### src/rtl/rank_pipe_pkg.sv
// rank_pipe_pkg: shared definitions for the rank pipe.
//  - Default widths for rank, metadata and flow ID.
//  - rank_entry_t: one output-FIFO entry {rank, meta, flow_id}.
//  - mod_gt / mod_max: wrap-aware rank comparisons. They are correct while all
//    live ranks lie within half the rank space of each other.
package rank_pipe_pkg;

  localparam int RANK_WIDTH_DEF    = 16;
  localparam int META_WIDTH_DEF    = 16;
  localparam int FLOW_ID_WIDTH_DEF = 16;

  typedef struct packed {
    logic [RANK_WIDTH_DEF-1:0]    rank;
    logic [META_WIDTH_DEF-1:0]    meta;
    logic [FLOW_ID_WIDTH_DEF-1:0] flow_id;
  } rank_entry_t;

  // a is "after" b when the wrapped difference is nonzero and in the lower half.
  function automatic logic mod_gt(input logic [RANK_WIDTH_DEF-1:0] a,
                                  input logic [RANK_WIDTH_DEF-1:0] b);
    logic [RANK_WIDTH_DEF-1:0] diff;
    diff = a - b;
    return (diff != {RANK_WIDTH_DEF{1'b0}}) && (diff[RANK_WIDTH_DEF-1] == 1'b0);
  endfunction

  function automatic logic [RANK_WIDTH_DEF-1:0] mod_max(input logic [RANK_WIDTH_DEF-1:0] a,
                                                         input logic [RANK_WIDTH_DEF-1:0] b);
    return mod_gt(a, b) ? a : b;
  endfunction

endpackage

### src/rtl/fallthrough_small_fifo.sv
// fallthrough_small_fifo: small synchronous FIFO whose head is visible on dout
// in the cycle after it is written (no read latency).
// Ports:
//  clk, reset     clock, asynchronous active-high reset (empties the FIFO)
//  din, wr_en     write data / strobe (ignored while full)
//  rd_en          pop head (ignored while empty)
//  dout           head entry, valid while empty = 0
//  full           2**MAX_DEPTH_BITS entries held
//  nearly_full    at least 2**MAX_DEPTH_BITS - 1 entries held
//  empty          no entries held
// Status flags are flops computed from the next occupancy.
module fallthrough_small_fifo #(
  parameter int WIDTH          = 48,
  parameter int MAX_DEPTH_BITS = 4
) (
  input  logic             clk,
  input  logic             reset,
  input  logic [WIDTH-1:0] din,
  input  logic             wr_en,
  input  logic             rd_en,
  output logic [WIDTH-1:0] dout,
  output logic             full,
  output logic             nearly_full,
  output logic             empty
);

  localparam int DEPTH = 1 << MAX_DEPTH_BITS;

  logic [WIDTH-1:0]          mem_q [DEPTH];
  logic [MAX_DEPTH_BITS-1:0] wr_ptr_q, wr_ptr_d;
  logic [MAX_DEPTH_BITS-1:0] rd_ptr_q, rd_ptr_d;
  logic [MAX_DEPTH_BITS:0]   depth_q, depth_d;
  logic                      empty_q, empty_d;
  logic                      full_q, full_d;
  logic                      nf_q, nf_d;
  logic                      do_wr_s, do_rd_s;

  // Next pointers, occupancy and flags.
  always_comb begin
    do_wr_s  = wr_en && !full_q;
    do_rd_s  = rd_en && !empty_q;
    wr_ptr_d = do_wr_s ? (wr_ptr_q + MAX_DEPTH_BITS'(1)) : wr_ptr_q;
    rd_ptr_d = do_rd_s ? (rd_ptr_q + MAX_DEPTH_BITS'(1)) : rd_ptr_q;
    case ({do_wr_s, do_rd_s})
      2'b10:   depth_d = depth_q + (MAX_DEPTH_BITS+1)'(1);
      2'b01:   depth_d = depth_q - (MAX_DEPTH_BITS+1)'(1);
      default: depth_d = depth_q;
    endcase
    empty_d = (depth_d == (MAX_DEPTH_BITS+1)'(0));
    full_d  = (depth_d == (MAX_DEPTH_BITS+1)'(DEPTH));
    nf_d    = (depth_d >= (MAX_DEPTH_BITS+1)'(DEPTH - 1));
  end

  // Pointer, occupancy and flag registers.
  always_ff @(posedge clk or posedge reset) begin
    if (reset) begin
      wr_ptr_q <= {MAX_DEPTH_BITS{1'b0}};
      rd_ptr_q <= {MAX_DEPTH_BITS{1'b0}};
      depth_q  <= {(MAX_DEPTH_BITS+1){1'b0}};
      empty_q  <= 1'b1;
      full_q   <= 1'b0;
      nf_q     <= 1'b0;
    end else begin
      wr_ptr_q <= wr_ptr_d;
      rd_ptr_q <= rd_ptr_d;
      depth_q  <= depth_d;
      empty_q  <= empty_d;
      full_q   <= full_d;
      nf_q     <= nf_d;
    end
  end

  // Storage array; contents are meaningless while empty so it needs no reset.
  always_ff @(posedge clk) begin
    if (do_wr_s) begin
      mem_q[wr_ptr_q] <= din;
    end
  end

  assign dout        = mem_q[rd_ptr_q];
  assign full        = full_q;
  assign nearly_full = nf_q;
  assign empty       = empty_q;

endmodule

### src/rtl/stride_rank.sv
// stride_rank: rank computation stage of the rank pipe.
//  rank = max(flow_last_rank, vtime) + stride, wrapping modulo 2**RANK_WIDTH.
//  A flow with no packets outstanding restarts from vtime, so idle flows
//  cannot bank credit. {rank, meta, flowID} is queued in an output FIFO.
// Ports:
//  clk, rst                     clock, asynchronous active-high reset
//  busy                         FIFO nearly full or a flow counter saturated
//  insert, flowID_in, meta_in   packet insert
//  remove                       pop the head (ignored when valid_out = 0)
//  valid_out, rank_out,
//  meta_out, flowID_out         FIFO head (fall-through)
//  flow_err                     one-cycle pulse after an out-of-range insert
//  cfg_wr, cfg_flow, cfg_stride per-flow stride write (only with STRIDE_CFG_EN)
// Build option: define STRIDE_CFG_EN for programmable strides; otherwise
// every flow has stride 1 (pure round-robin).
// Width parameters must match the rank_pipe_pkg defaults (rank_entry_t).
module stride_rank
  import rank_pipe_pkg::*;
#(
  parameter int FLOW_ID_WIDTH = FLOW_ID_WIDTH_DEF,
  parameter int MAX_NUM_FLOWS = 8,
  parameter int RANK_WIDTH    = RANK_WIDTH_DEF,
  parameter int META_WIDTH    = META_WIDTH_DEF,
  parameter int STRIDE_WIDTH  = 8,
  parameter int L2_FIFO_DEPTH = 4,
  parameter int PKT_CNT_WIDTH = 8
) (
  input  logic                     clk,
  input  logic                     rst,
  output logic                     busy,
  input  logic                     insert,
  input  logic [FLOW_ID_WIDTH-1:0] flowID_in,
  input  logic [META_WIDTH-1:0]    meta_in,
  input  logic                     remove,
  output logic                     valid_out,
  output logic [RANK_WIDTH-1:0]    rank_out,
  output logic [META_WIDTH-1:0]    meta_out,
  output logic [FLOW_ID_WIDTH-1:0] flowID_out,
`ifdef STRIDE_CFG_EN
  output logic                     flow_err,
  input  logic                     cfg_wr,
  input  logic [FLOW_ID_WIDTH-1:0] cfg_flow,
  input  logic [STRIDE_WIDTH-1:0]  cfg_stride
`else
  output logic                     flow_err
`endif
);

  localparam int IDX_W = (MAX_NUM_FLOWS > 1) ? $clog2(MAX_NUM_FLOWS) : 1;

  logic [RANK_WIDTH-1:0]    last_rank_q [MAX_NUM_FLOWS];
  logic [RANK_WIDTH-1:0]    last_rank_d [MAX_NUM_FLOWS];
  logic [PKT_CNT_WIDTH-1:0] pkt_cnt_q   [MAX_NUM_FLOWS];
  logic [PKT_CNT_WIDTH-1:0] pkt_cnt_d   [MAX_NUM_FLOWS];
  logic [RANK_WIDTH-1:0]    vtime_q, vtime_d;
  logic                     flow_err_q, flow_err_d;
  logic                     cnt_max_q, cnt_max_d;

  logic [IDX_W-1:0]         ins_idx_s, rem_idx_s;
  logic                     legal_s, do_ins_s, do_rem_s;
  logic [STRIDE_WIDTH-1:0]  ins_stride_s;
  logic [RANK_WIDTH-1:0]    base_s, rank_s;
  rank_entry_t              wr_entry_s, head_entry_s;
  logic                     fifo_empty_s, fifo_full_s, fifo_nf_s;

  assign ins_idx_s = flowID_in[IDX_W-1:0];
  assign legal_s   = (flowID_in < FLOW_ID_WIDTH'(MAX_NUM_FLOWS));
  assign do_ins_s  = insert && legal_s;
  assign do_rem_s  = remove && !fifo_empty_s;
  assign rem_idx_s = head_entry_s.flow_id[IDX_W-1:0];

`ifdef STRIDE_CFG_EN
  logic [STRIDE_WIDTH-1:0] stride_q [MAX_NUM_FLOWS];
  logic [STRIDE_WIDTH-1:0] stride_d [MAX_NUM_FLOWS];
  logic [IDX_W-1:0]        cfg_idx_s;

  assign cfg_idx_s    = cfg_flow[IDX_W-1:0];
  // The insert reads the pre-edge stride, so a coincident write takes effect next cycle.
  assign ins_stride_s = stride_q[ins_idx_s];

  // Stride table update; a zero stride is coerced to 1 so ranks always advance.
  always_comb begin
    stride_d = stride_q;
    if (cfg_wr && (cfg_flow < FLOW_ID_WIDTH'(MAX_NUM_FLOWS))) begin
      stride_d[cfg_idx_s] = (cfg_stride == {STRIDE_WIDTH{1'b0}}) ? STRIDE_WIDTH'(1) : cfg_stride;
    end else begin
      stride_d[cfg_idx_s] = stride_q[cfg_idx_s];
    end
  end

  // Stride table registers.
  always_ff @(posedge clk or posedge rst) begin
    if (rst) begin
      for (int i = 0; i < MAX_NUM_FLOWS; i++) stride_q[i] <= STRIDE_WIDTH'(1);
    end else begin
      stride_q <= stride_d;
    end
  end
`else
  assign ins_stride_s = STRIDE_WIDTH'(1);
`endif

  // Rank of the inserted packet from pre-edge state; an active flow (even one
  // being popped this cycle) continues from its own last rank.
  always_comb begin
    if (pkt_cnt_q[ins_idx_s] == {PKT_CNT_WIDTH{1'b0}}) begin
      base_s = vtime_q;
    end else begin
      base_s = mod_max(last_rank_q[ins_idx_s], vtime_q);
    end
    rank_s = base_s + RANK_WIDTH'(ins_stride_s);
  end

  // Flow table, virtual time and status next-state.
  always_comb begin
    last_rank_d = last_rank_q;
    pkt_cnt_d   = pkt_cnt_q;
    if (do_rem_s) begin
      pkt_cnt_d[rem_idx_s] = pkt_cnt_q[rem_idx_s] - PKT_CNT_WIDTH'(1);
      vtime_d              = head_entry_s.rank;
    end else begin
      vtime_d = vtime_q;
    end
    // Applied after the decrement so a same-flow insert+remove nets to zero.
    if (do_ins_s) begin
      last_rank_d[ins_idx_s] = rank_s;
      pkt_cnt_d[ins_idx_s]   = pkt_cnt_d[ins_idx_s] + PKT_CNT_WIDTH'(1);
    end else begin
      last_rank_d[ins_idx_s] = last_rank_q[ins_idx_s];
    end
    flow_err_d = insert && !legal_s;
    cnt_max_d  = 1'b0;
    for (int i = 0; i < MAX_NUM_FLOWS; i++) begin
      cnt_max_d = cnt_max_d | (pkt_cnt_d[i] == {PKT_CNT_WIDTH{1'b1}});
    end
  end

  // Flow table, virtual time and status registers.
  always_ff @(posedge clk or posedge rst) begin
    if (rst) begin
      for (int i = 0; i < MAX_NUM_FLOWS; i++) begin
        last_rank_q[i] <= {RANK_WIDTH{1'b0}};
        pkt_cnt_q[i]   <= {PKT_CNT_WIDTH{1'b0}};
      end
      vtime_q    <= {RANK_WIDTH{1'b0}};
      flow_err_q <= 1'b0;
      cnt_max_q  <= 1'b0;
    end else begin
      last_rank_q <= last_rank_d;
      pkt_cnt_q   <= pkt_cnt_d;
      vtime_q     <= vtime_d;
      flow_err_q  <= flow_err_d;
      cnt_max_q   <= cnt_max_d;
    end
  end

  assign wr_entry_s = '{rank: rank_s, meta: meta_in, flow_id: flowID_in};

  fallthrough_small_fifo #(
    .WIDTH          (RANK_WIDTH + META_WIDTH + FLOW_ID_WIDTH),
    .MAX_DEPTH_BITS (L2_FIFO_DEPTH)
  ) u_fifo (
    .clk         (clk),
    .reset       (rst),
    .din         (wr_entry_s),
    .wr_en       (do_ins_s),
    .rd_en       (remove),
    .dout        (head_entry_s),
    .full        (fifo_full_s),
    .nearly_full (fifo_nf_s),
    .empty       (fifo_empty_s)
  );

  assign valid_out  = !fifo_empty_s;
  assign rank_out   = head_entry_s.rank;
  assign meta_out   = head_entry_s.meta;
  assign flowID_out = head_entry_s.flow_id;
  assign busy       = fifo_nf_s | fifo_full_s | cnt_max_q;
  assign flow_err   = flow_err_q;

endmodule

### config.mk
export PLATFORM = sky130hd
export DESIGN_NAME = stride_rank
export DESIGN_NICKNAME = d
export VERILOG_FILES = /design/src/rtl/rank_pipe_pkg.sv /design/src/rtl/fallthrough_small_fifo.sv /design/src/rtl/stride_rank.sv
export SDC_FILE = /design/constraint.sdc
export NUM_CORES = 1
export LEC_CHECK = 0
export CAP_MARGIN = 40
export CELL_PAD_IN_SITES_DETAIL_PLACEMENT = 0
export CELL_PAD_IN_SITES_GLOBAL_PLACEMENT = 2
export CORE_MARGIN = 5
export CORE_UTILIZATION = 38
export CTS_CLUSTER_SIZE = 16
export DETAILED_ROUTE_END_ITERATION = 16
export PLACE_DENSITY = 0.71
export SYNTH_ARGS = -nofsm -noshare
export SYNTH_HDL_FRONTEND = slang
export SYNTH_SLANG_ARGS = --single-unit
export TNS_END_PERCENT = 20
### constraint.sdc
create_clock -name clk -period 6.6 [get_ports clk]
set_input_delay 0.99 -clock clk [delete_from_list [all_inputs] [get_ports clk]]
set_output_delay 0.99 -clock clk [all_outputs]
set_load 0.005 [all_outputs]
After elaboration in Yosys (flattened, before gate mapping)
Memory sizes are Yosys's and may differ from the RTL's.
Index checks and enable logic that the tools add are counted.
{ "op_classes": {"magnitude_cmp": 6, "n_eq_ne": 11, "addsub": 8, "muxes": 30, "bitwise_logic": 12, "reduce_logical": 13} }
{ "ops": {"columns": ["operator", "count"], "rows": [
  ["bitwise mux 128 bit", 2],
  ["bitwise mux 64 bit", 2],
  ["2-to-1 mux 128 bit", 1],
  ["2-to-1 mux 64 bit", 2],
  ["2-to-1 mux 16 bit", 5],
  ["binary-select mux 8 bit (select 3 bit)", 3],
  ["== test 8 bit (second input constant)", 8],
  ["2-to-1 mux 8 bit", 8],
  ["binary-select mux 16 bit (select 3 bit)", 1],
  ["demux 16 bit (select 3 bit)", 1],
  ["demux 8 bit (select 3 bit)", 2],
  ["adder 16 x 1 -> 16 bit (second input constant)", 1],
  ["< comparator 16 x 4 -> 1 bit (second input constant)", 1],
  ["nonzero test 16 bit", 1],
  ["subtractor 16 bit", 1],
  ["case mux 5 bit (2 select lines)", 1],
  ["OR 1 bit", 9],
  ["adder 4 x 1 -> 4 bit (second input constant)", 2],
  ["adder 8 x 1 -> 8 bit (second input constant)", 1],
  [">= comparator 4 bit (second input constant)", 2],
  ["logical NOT 8 bit", 1],
  ["< comparator 4 x 1 -> 1 bit (second input constant)", 2],
  ["inverter 3 -> 4 bit", 2],
  ["subtractor 8 x 1 -> 8 bit (second input constant)", 1],
  ["other kinds (11)", 20]
]} }
{ "totals": {"output_inout_bits": 51, "mem_bits_rw": 768, "in_bits": 36, "elab_cells": 106, "memories": 1, "reg_bits": 226} }
{ "memory_table": {"columns": ["memory", "words", "word_bits", "rd", "rd_ports_with_merged_regs", "write_ports", "line_no", "source"], "rows": [
  ["u_fifo.mem_q", 16, 48, 1, 0, 1, "fallthrough_small_fifo.sv:29", "logic [WIDTH-1:0] mem_q [DEPTH];"]
]} }

Depth between registers and ports, before layout
Gate-level depths: netlist (run 1).
An unclocked memory read counts as a cell.
{ "depth": {"word_depth": 22, "depth_mapped": 33, "depth_no_buf": 28} }

By module
A second synthesis (run 1) with hierarchy kept.
{ "hier_totals": {"hier_cells": 2755, "area_unflattened_um2": 43649.4} }
{ "by_module_without_submodules": {"columns": ["module", "instances", "seq_area_each_um2", "cells_each", "area_each_um2"], "rows": [
  ["fallthrough_small_fifo", 1, 23463.8, 1172, 29833.6],
  ["stride_rank", 1, 5255.0, 1583, 13815.8]
]} }

Worst setup path after synthesis (run 1)
OpenSTA, ideal clock, no wires.
{ "synth_timing": {"kind": "input -> register", "from": "input port flowID_in[0]", "to": "register last_rank_q[108] in the netlist's numbering", "stages": 29, "n_path_buf": 5, "setup_ns": 0.086, "path_slack_ns": -1.462, "required_ns": 6.514, "t_arrival_ns": 7.976, "path_cell_list": "clkbuf_1 > clkbuf_1 > and2_1 > clkbuf_1 > a22oi_1 > nand4_1 > inv_1 > ha_1 > fa_1 > nor2b_1 > o21ai_0 > a21boi_0 > o21ai_0 > a21boi_0 > a2bb2o_1 > or4_1 > o41ai_2 > nor2_1 > clkbuf_1 > clkbuf_1 > o21ai_0 > ha_1 > nand3_1 > nor4_1 > nand3_1 > xnor2_1 > mux2i_1 > mux2i_1 > o21ai_0"} }
{ "synth_via": {"elab_chain_cells": 12, "word_cells_on_any_way": 25, "cone_classes": "add/sub (2); order compare (3); mux (13); bitwise (2); reduce/logical (5)"} }
{ "synth_lines": {"columns": ["item", "line_no", "source"], "rows": [
  ["from (decl)", "stride_rank.sv:32", "input logic [FLOW_ID_WIDTH-1:0] flowID_in,"],
  ["inverter 3 -> 4 bit (not written as such) (*)", "stride_rank.sv:106, stride_rank.sv:109", null],
  ["binary-select mux 16 bit (select 3 bit)", "stride_rank.sv:109", "base_s = mod_max(last_rank_q[ins_idx_s], vtime_q);"],
  ["2-to-1 mux 16 bit (not written as such) (2 in a row)", "stride_rank.sv:109", null],
  ["subtractor 16 bit", "rank_pipe_pkg.sv:22", "diff = a - b;"],
  ["nonzero test 16 bit / inverter 1 bit (equally long branches)", "rank_pipe_pkg.sv:23", "return (diff != {RANK_WIDTH_DEF{1'b0}}) && (diff[RANK_WIDTH_DEF-1] == 1'b0);"],
  ["logical AND 1 bit", "rank_pipe_pkg.sv:23", null],
  ["2-to-1 mux 16 bit", "rank_pipe_pkg.sv:28", "return mod_gt(a, b) ? a : b;"],
  ["2-to-1 mux 16 bit (*)", "stride_rank.sv:106", "if (pkt_cnt_q[ins_idx_s] == {PKT_CNT_WIDTH{1'b0}}) begin"],
  ["adder 16 x 1 -> 16 bit (*)", "stride_rank.sv:111", "rank_s = base_s + RANK_WIDTH'(ins_stride_s);"],
  ["net rank_s[12]", "stride_rank.sv:62", "logic [RANK_WIDTH-1:0] base_s, rank_s;"],
  ["bitwise mux 128 bit (*)", "stride_rank.sv:126", "last_rank_d[ins_idx_s] = rank_s;"],
  ["2-to-1 mux 128 bit (*)", "stride_rank.sv:125", "if (do_ins_s) begin"],
  ["to (signal, indexed assignment)", "stride_rank.sv:142", "last_rank_q[i] <= {RANK_WIDTH{1'b0}};"],
  ["to (signal assigned)", "stride_rank.sv:149", "last_rank_q <= last_rank_d;"],
  ["to (decl)", "stride_rank.sv:51", "logic [RANK_WIDTH-1:0] last_rank_q [MAX_NUM_FLOWS];"]
]} }
The timed path passes the listed nets; every way through them passes the cells marked *. The select of a mux whose other input is x is not followed.
A chain may end at the register's enable or synchronous reset.

==> summary.md, run 1 <==
| Metric | Value |
|---|---|
| Type of origin of the critical path | register |
| Worst hold slack | roughly 0.49 ns |
| Via count | 26900 |
| Pins Over Slew Limit | 0 |
| Pleak | 17.8 nW |
| Design area | 51700 um^2 |
| DRT Pass-1 Iters | 8 |
| Area contributors post-synth | edfxtp_1 53%, dfrtp_1 13%, mux4_2 13% |
| HP Start | last_rank_q[112] |
| Post-synth EDFFs | about 770 |
| Synthesized area | 43400 um^2 |
| Area leader, netlist | edfxtp_1 |
| Max transition margin | 0.425 |
| Fill count | 9966 |
| Root Buffer Master | clkbuf_16 |
| CP Capture Type | register |
| Async SR Flop Fraction | 0.227 |
| Initial antenna violation count | 0 |
| Starting Density | 0.381 |
| Final Hold Vio Count | 0 |
| Worst Path Arrival | 7.05 ns |
| Vias in the first global route | 27100 |
| Number of cells produced by synthesis | 2790 |
| Core area | around 110000 um^2 |
| Max frequency | 156 MHz |
| # diodes | 0 |
| Seq. cell area | 28700 um^2 |
| Total Power | between 20 and 25 mW |
| Worst ir drop on vdd | ~0.35 mV |
| Share of layout cells above drive strength 1 | 0.247 |
| Period utilization | 0.974 |
| I/O pin count | 87 |
| Slowest stage cell on the critical path | mux4_2 |
| Synth unique cells | 98 |
| Cts bufs inserted | 104 |
| Placed cell area | 47900 um^2 |
| Port buffer count | 86 |
| Final min period | between 6 and 7 ns |
| Top_reg_cell synth | edfxtp_1 |
| Final WL | ~130000 um |
| Max_cap viols | 0 |
| Critical R2R Launch | u_fifo.rd_ptr_q[2] |
| P&R area growth vs syn | 19.1% |
| Crit path from | u_fifo.rd_ptr_q[2] |
| Sequential area share after synthesis | 0.662 |
| Nets | 3157 |
| Syn nets | 2855 |
| GP Congestion | 0.902 |
| Post-Syn Area per Cell | 15.5 um^2 |
| Most frequent cells in the layout | 768 x edfxtp_1, 276 x nand2_1, 252 x buf_4, 250 x mux4_2, 221 x dfrtp_1 |
| Later-pin clock latency in the skew report | 0.71 ns |
| Non-Filler Instances | 4693 |
| Hold_buf cts | 0 |
| First-pass GRT wire length | 185000 um |
| Crit-path cells | mux4_2, mux4_2, mux2i_2, nor2_1, or4_1, inv_2, ha_1, buf_4, o21ai_0, o22ai_1, nor4_1, buf_4, ha_1, o211ai_1, a211oi_1, nand4_1, xor2_2, buf_4, o21ai_0, and4_1, a22oi_1, nand4_1, buf_4 |
| Die H | 348 um |
| Hold Path Class | reg -> reg |
| PD cells | about 450 nW/um^2 |
| Crit path max fanout | 9 |
| Clock tree from TritonCTS | yes |
| Most used cell, CP | buf_4 |
| Synth Register Bits | 994 |
| Die X | 348 um |
| CP peak stage delay | between 0.6 and 0.7 ns |
| Gr usage total | 0.204 |
| Clk buf depth | 3 |
| Setup violators final | 0 |
| DRT antenna net count | 0 |
| Synth top area share | 0.532 |
| Standard-cell rows | 124 |
| Starting DRT DRC Count | 2745 |
| WP data required | 7.22 ns |
| Most common cell after layout, fill and taps aside | edfxtp_1 |
| DR vias/cell | 5.73 |
| H-tree levels | 3 |
| Outcome | complete, no violations |
| Slew at the pin with the worst max-slew slack | 0.859 ns |
| Clk pin slew, worst setup/hold paths | around 0.060 ns |
| DR WL/cell | 26.7 um |
| Multi-input gate area | approximately 14000 um^2 |
| Setup TNS | 0 ns |
| Critical setup path kind | reg -> reg |
| Warnings, synthesis | 0 |
| Dpl hpwl | roughly 80000 um |
| CTS Sinks | 994 |
| Total gr overflow | 0 |
| Placed cells | 4496 |
| Largest net degree at the start of global routing | 80 |
| DR DRC count | 0 |
| RSZ-0062 raised after global routing | true |
| Layout Skew | 0.0369 ns |
| Die area | 121000 um^2 |
-- kinds of logic (layout without fill, tap and decap cells) --
kind of cell,count (synthesis),count (layout),synth area share
flops,994,994,0.662
fa+ha+maj,29,29,0.00871
compound gates,533,533,0.0795
buf+inv,215,606,0.0205
mux,315,315,0.145
simple gates,650,650,0.0723
xor+xnor,54,54,0.0119
-- cell type report --
class                   instances  area share
flip-flops and latches        994       0.556
multi-input cells            1581       0.272
repair buffers                357      0.0608
clock buffers                 127      0.0529
well taps                    1512      0.0366
clock inverters                68      0.0176
inverters                      54     0.00407
-- worst max-delay path: cells and delay by family (launching register included) --
kind | cells | cell delay, ns
fa+ha+maj | 2 | 0.46
simple gates | 6 | 1.67
xor+xnor | 1 | 0.25
flops | 1 | 0.54
mux | 3 | 1.53
compound gates | 6 | 1.10
buf+inv | 5 | 0.81
-- synth_stat cells, drive strengths merged, types with 47 or more instances --
cell and instances:
edfxtp 768, clkbuf 98, nand3 59, mux4 250, dfrtp 225, o211ai 47, a21oi 64, nor2 118
o21ai 201, inv 52, mux2i 50, buf 63, nand2 277
-- registers in the layout (all words and copies together), names as in the netlist --
| signal | flops |
|---|---|
| u_fifo.full | 1 |
| u_fifo.empty | 1 |
| flow_err | 1 |
| pkt_cnt_q | 64 |
| u_fifo.rd_ptr_q | 4 |
| last_rank_q | 128 |
| u_fifo.depth_q | 5 |
| u_fifo.nearly_full | 1 |
| u_fifo.mem_q | 768 |
| vtime_q | 16 |
| u_fifo.wr_ptr_q | 4 |
| cnt_max_q | 1 |
-- metal layers --
metal | wire length (um) | share of wire | GRT usage
met1 | 54200 | 0.43 | 0.287
met4 | 2900 | 0.023 | 0.0517
met5 | 0 | 0 | 0
met3 | 7620 | 0.061 | 0.0339
met2 | 60500 | 0.48 | 0.335
-- through the flow --
stage,utilization,setup slack [ns]
finish,0.454,0.169
CTS,0.453,0.0450
global route,0.454,-0.00558
detailed placement,0.421,-0.794
global placement,0.420,-0.490
floorplan,-,-0.885
-- power by group --
group | total, mW | switching (mW) | leakage, nW | internal, mW
combinational | 9.32 | 5.28 | 6.22 | 4.04
sequential | 7.89 | 0.421 | 9.84 | 7.47
clock | 6.17 | 2.50 | 1.76 | 3.67
-- repair_timing --
item,4_1_cts,5_1_grt
pin swaps,0,7
gates resized for setup,3,31
setup buffers,0,2
gates cloned,0,0
endpoints found under the setup margin,17,146
hold endpoints to repair,0,0
-- final timing paths --
kind,slack [ns],to,cells after the start
setup reg to reg,0.17,cnt_max_q,23
hold reg to reg,0.49,last_rank_q[112],2
min in group asynchronous,0.78,last_rank_q[10],2
setup / recovery,0.17,cnt_max_q,23
max in group asynchronous,4.54,pkt_cnt_q[30],3
hold / removal,0.49,last_rank_q[112],2
No activity file was read; power rests on OpenSTA's default activity.
==> run 2: changes to the inputs <==
- CAP_MARGIN: 40 -> 20
==> run 2 against run 1 <==
Combinational power shrank 0.4%. Clock skew grew 0.017 ns. Non-clock buffer count shrank 2. Cell count is essentially flat.
==> summary.md, run 2 (same netlist as run 1, synthesis figures left out) <==
| Metric | Value |
|---|---|
| Sw Share | 0.359 |
| Die H | 348 um |
| CP delay by family, top | compound AO/OA/AOI/OAI gates |
| CP Buf/Inv Count | 10 |
| Worst ir drop on vdd | 0.353 mV |
| PD cells | 447 nW/um^2 |
| Clk pin slew, worst setup/hold paths | 0.06 ns |
| Period utilization | 0.967 |
| WP data required | 7.13 ns |
| Clock tree from TritonCTS | yes |
| First-pass GRT wire length | approximately 180000 um |
| Final WL | 125000 um |
| Slew at the pin with the worst max-slew slack | 1.04 ns |
| H-tree levels | 3 |
| Clk buf depth | 3 |
| DRT Pass-1 Iters | 5 |
| Total Power | 22.9 mW |
| CP peak stage delay | between 0.5 and 0.6 ns |
| Die area | 121000 um^2 |
| Worst hold slack | 0.483 ns |
| Largest net degree at the start of global routing | 80 |
| Slowest stage cell on the critical path | or4_4 |
| Type of origin of the critical path | primary input |
| Starting DRT DRC Count | 2701 |
| CTS Sinks | 994 |
| Final min period | roughly 6.4 ns |
| Setup violators final | 0 |
| Most frequent cells in the layout | 768 x edfxtp_1, 276 x nand2_1, 255 x buf_4, 250 x mux4_2, 221 x dfrtp_1 |
| Worst Path Arrival | 6.92 ns |
| Initial antenna violation count | 0 |
| Dpl hpwl | 79500 um |
| Pleak | 17.7 nW |
| Largest regs | u_fifo.mem_q (768), last_rank_q (128), pkt_cnt_q (64) |
| Gr usage total | 0.204 |
| Setup TNS | 0 ns |
| Max transition margin | 0.305 |
| Critical setup path kind | in -> reg |
| Cts bufs inserted | 105 |
| GP Congestion | 0.902 |
| Comb pwr share | 0.405 |
| Via count | 26900 |
| Standard-cell rows | ~120 |
| DR WL/cell | 26.7 um |
| Root Buffer Master | clkbuf_16 |
| Crit path max fanout | 10 |
| CP Capture Type | register |
| RSZ-0062 raised after global routing | false |
| Outcome | complete, no violations |
| Total gr overflow | 0 |
| Net Sw Power | 8.21 mW |
| Layout Skew | between 0.05 and 0.06 ns |
| P&R area growth vs syn | 18.2% |
| Pins Over Slew Limit | 0 |
| Final Hold Vio Count | 0 |
| Most used cell, CP | buf_4 |
| R2R setup slack | 0.21 ns |
| Die X | 348 um |
| DR DRC count | 0 |
| Hold Path Class | reg -> reg |
| Max frequency | 157 MHz |
| Seq pwr share | 0.345 |
| Most common cell after layout, fill and taps aside | edfxtp_1 |
| Hold_buf cts | 0 |
| Later-pin clock latency in the skew report | 0.72 ns |
| I/O pin count | between 80 and 90 |
| Share of layout cells above drive strength 1 | 0.245 |
| Design area | 51300 um^2 |
| Vias in the first global route | 27000 |
| Clock Power Share | 0.250 |
| Nets | 3156 |
| Port buffer count | 86 |
| Placed cell area | 47800 um^2 |
| Starting Density | 0.381 |
| DR vias/cell | ~5.7 |
| Max reg flops | ~770 |
| Internal power | 14.7 mW |
| Max_cap viols | 0 |
| DRT antenna net count | 0 |
| Core area | roughly 110000 um^2 |
| Core Util, Final | 0.450 |
| Reg with most FFs | u_fifo.mem_q |
[run 2: layout make-up]
type | instances | area (um^2)
flip-flops and latches | 994 | 28700
well taps | 1512 | 1890
multi-input cells | 1581 | 14000
fillers | 10000 | 62600
repair buffers | 355 | 3040
diodes | 1 | 2.50
clock buffers | 133 | 2770
clock inverters | 59 | 588
inverters | 54 | 210
[run 2: what timing repair did]
action / in CTS / in global routing
endpoints found under the setup margin: 17 / 126
pin swaps: 0 / 9
resized for setup: 2 / 32
setup buffers: 0 / 4
[run 2: metrics by stage]
step	cells	worst slack, ns
after global placement	4491	-0.490
after CTS	4683	0.0407
final	4689	0.215
after detailed placement	4491	-0.783
after floorplan	2790	-0.885
after global routing	4688	0.00356
[run 2: path summary, 6_finish.rpt]
| check | startpoint | endpoint | cells past startpoint |
|---|---|---|---|
| max | flowID_in[2] | last_rank_q[76] | 31 |
| min | last_rank_q[112] | last_rank_q[112] | 2 |
| max reg2reg | u_fifo.rd_ptr_q[2] | cnt_max_q | 23 |
| min reg2reg | last_rank_q[112] | last_rank_q[112] | 2 |
| max in group asynchronous | rst | pkt_cnt_q[31] | 3 |
| min in group asynchronous | rst | last_rank_q[41] | 2 |
[run 2: routing by layer]
layer	routed length, um	vias to the layer above	global-route usage
met5	0	-	0
met4	2880	0	0.0523
met3	7950	170	0.0351
met2	60200	956	0.332
met1	54100	14100	0.288
li1	-	11700	-
[run 2: worst register-to-register path: stages (launching register included)]
cell,delay (ns)
dfrtp_4,0.55
mux4_2,0.54
mux4_2,0.67
mux2i_2,0.32
nor2_1,0.08
or4_1,0.61
inv_2,0.10
ha_1,0.28
buf_4,0.19
o21ai_1,0.27
o22ai_1,0.16
nor4_1,0.27
buf_4,0.17
ha_1,0.19
buf_4,0.14
xnor2_1,0.20
o21ai_0,0.31
nand3_1,0.18
a211oi_1,0.25
buf_4,0.15
and4_1,0.26
a22oi_1,0.11
nand4_1,0.14
buf_4,0.16
[run 2: power by group through the flow]
stage,clock (mW),combinational (mW),sequential (mW)
global route,6.11,9.91,7.93
finish,5.73,9.28,7.89
global placement,0,9.12,8.00
CTS,5.86,9.22,7.88
floorplan,0,5.59,7.76
detailed placement,0,9.18,8.00
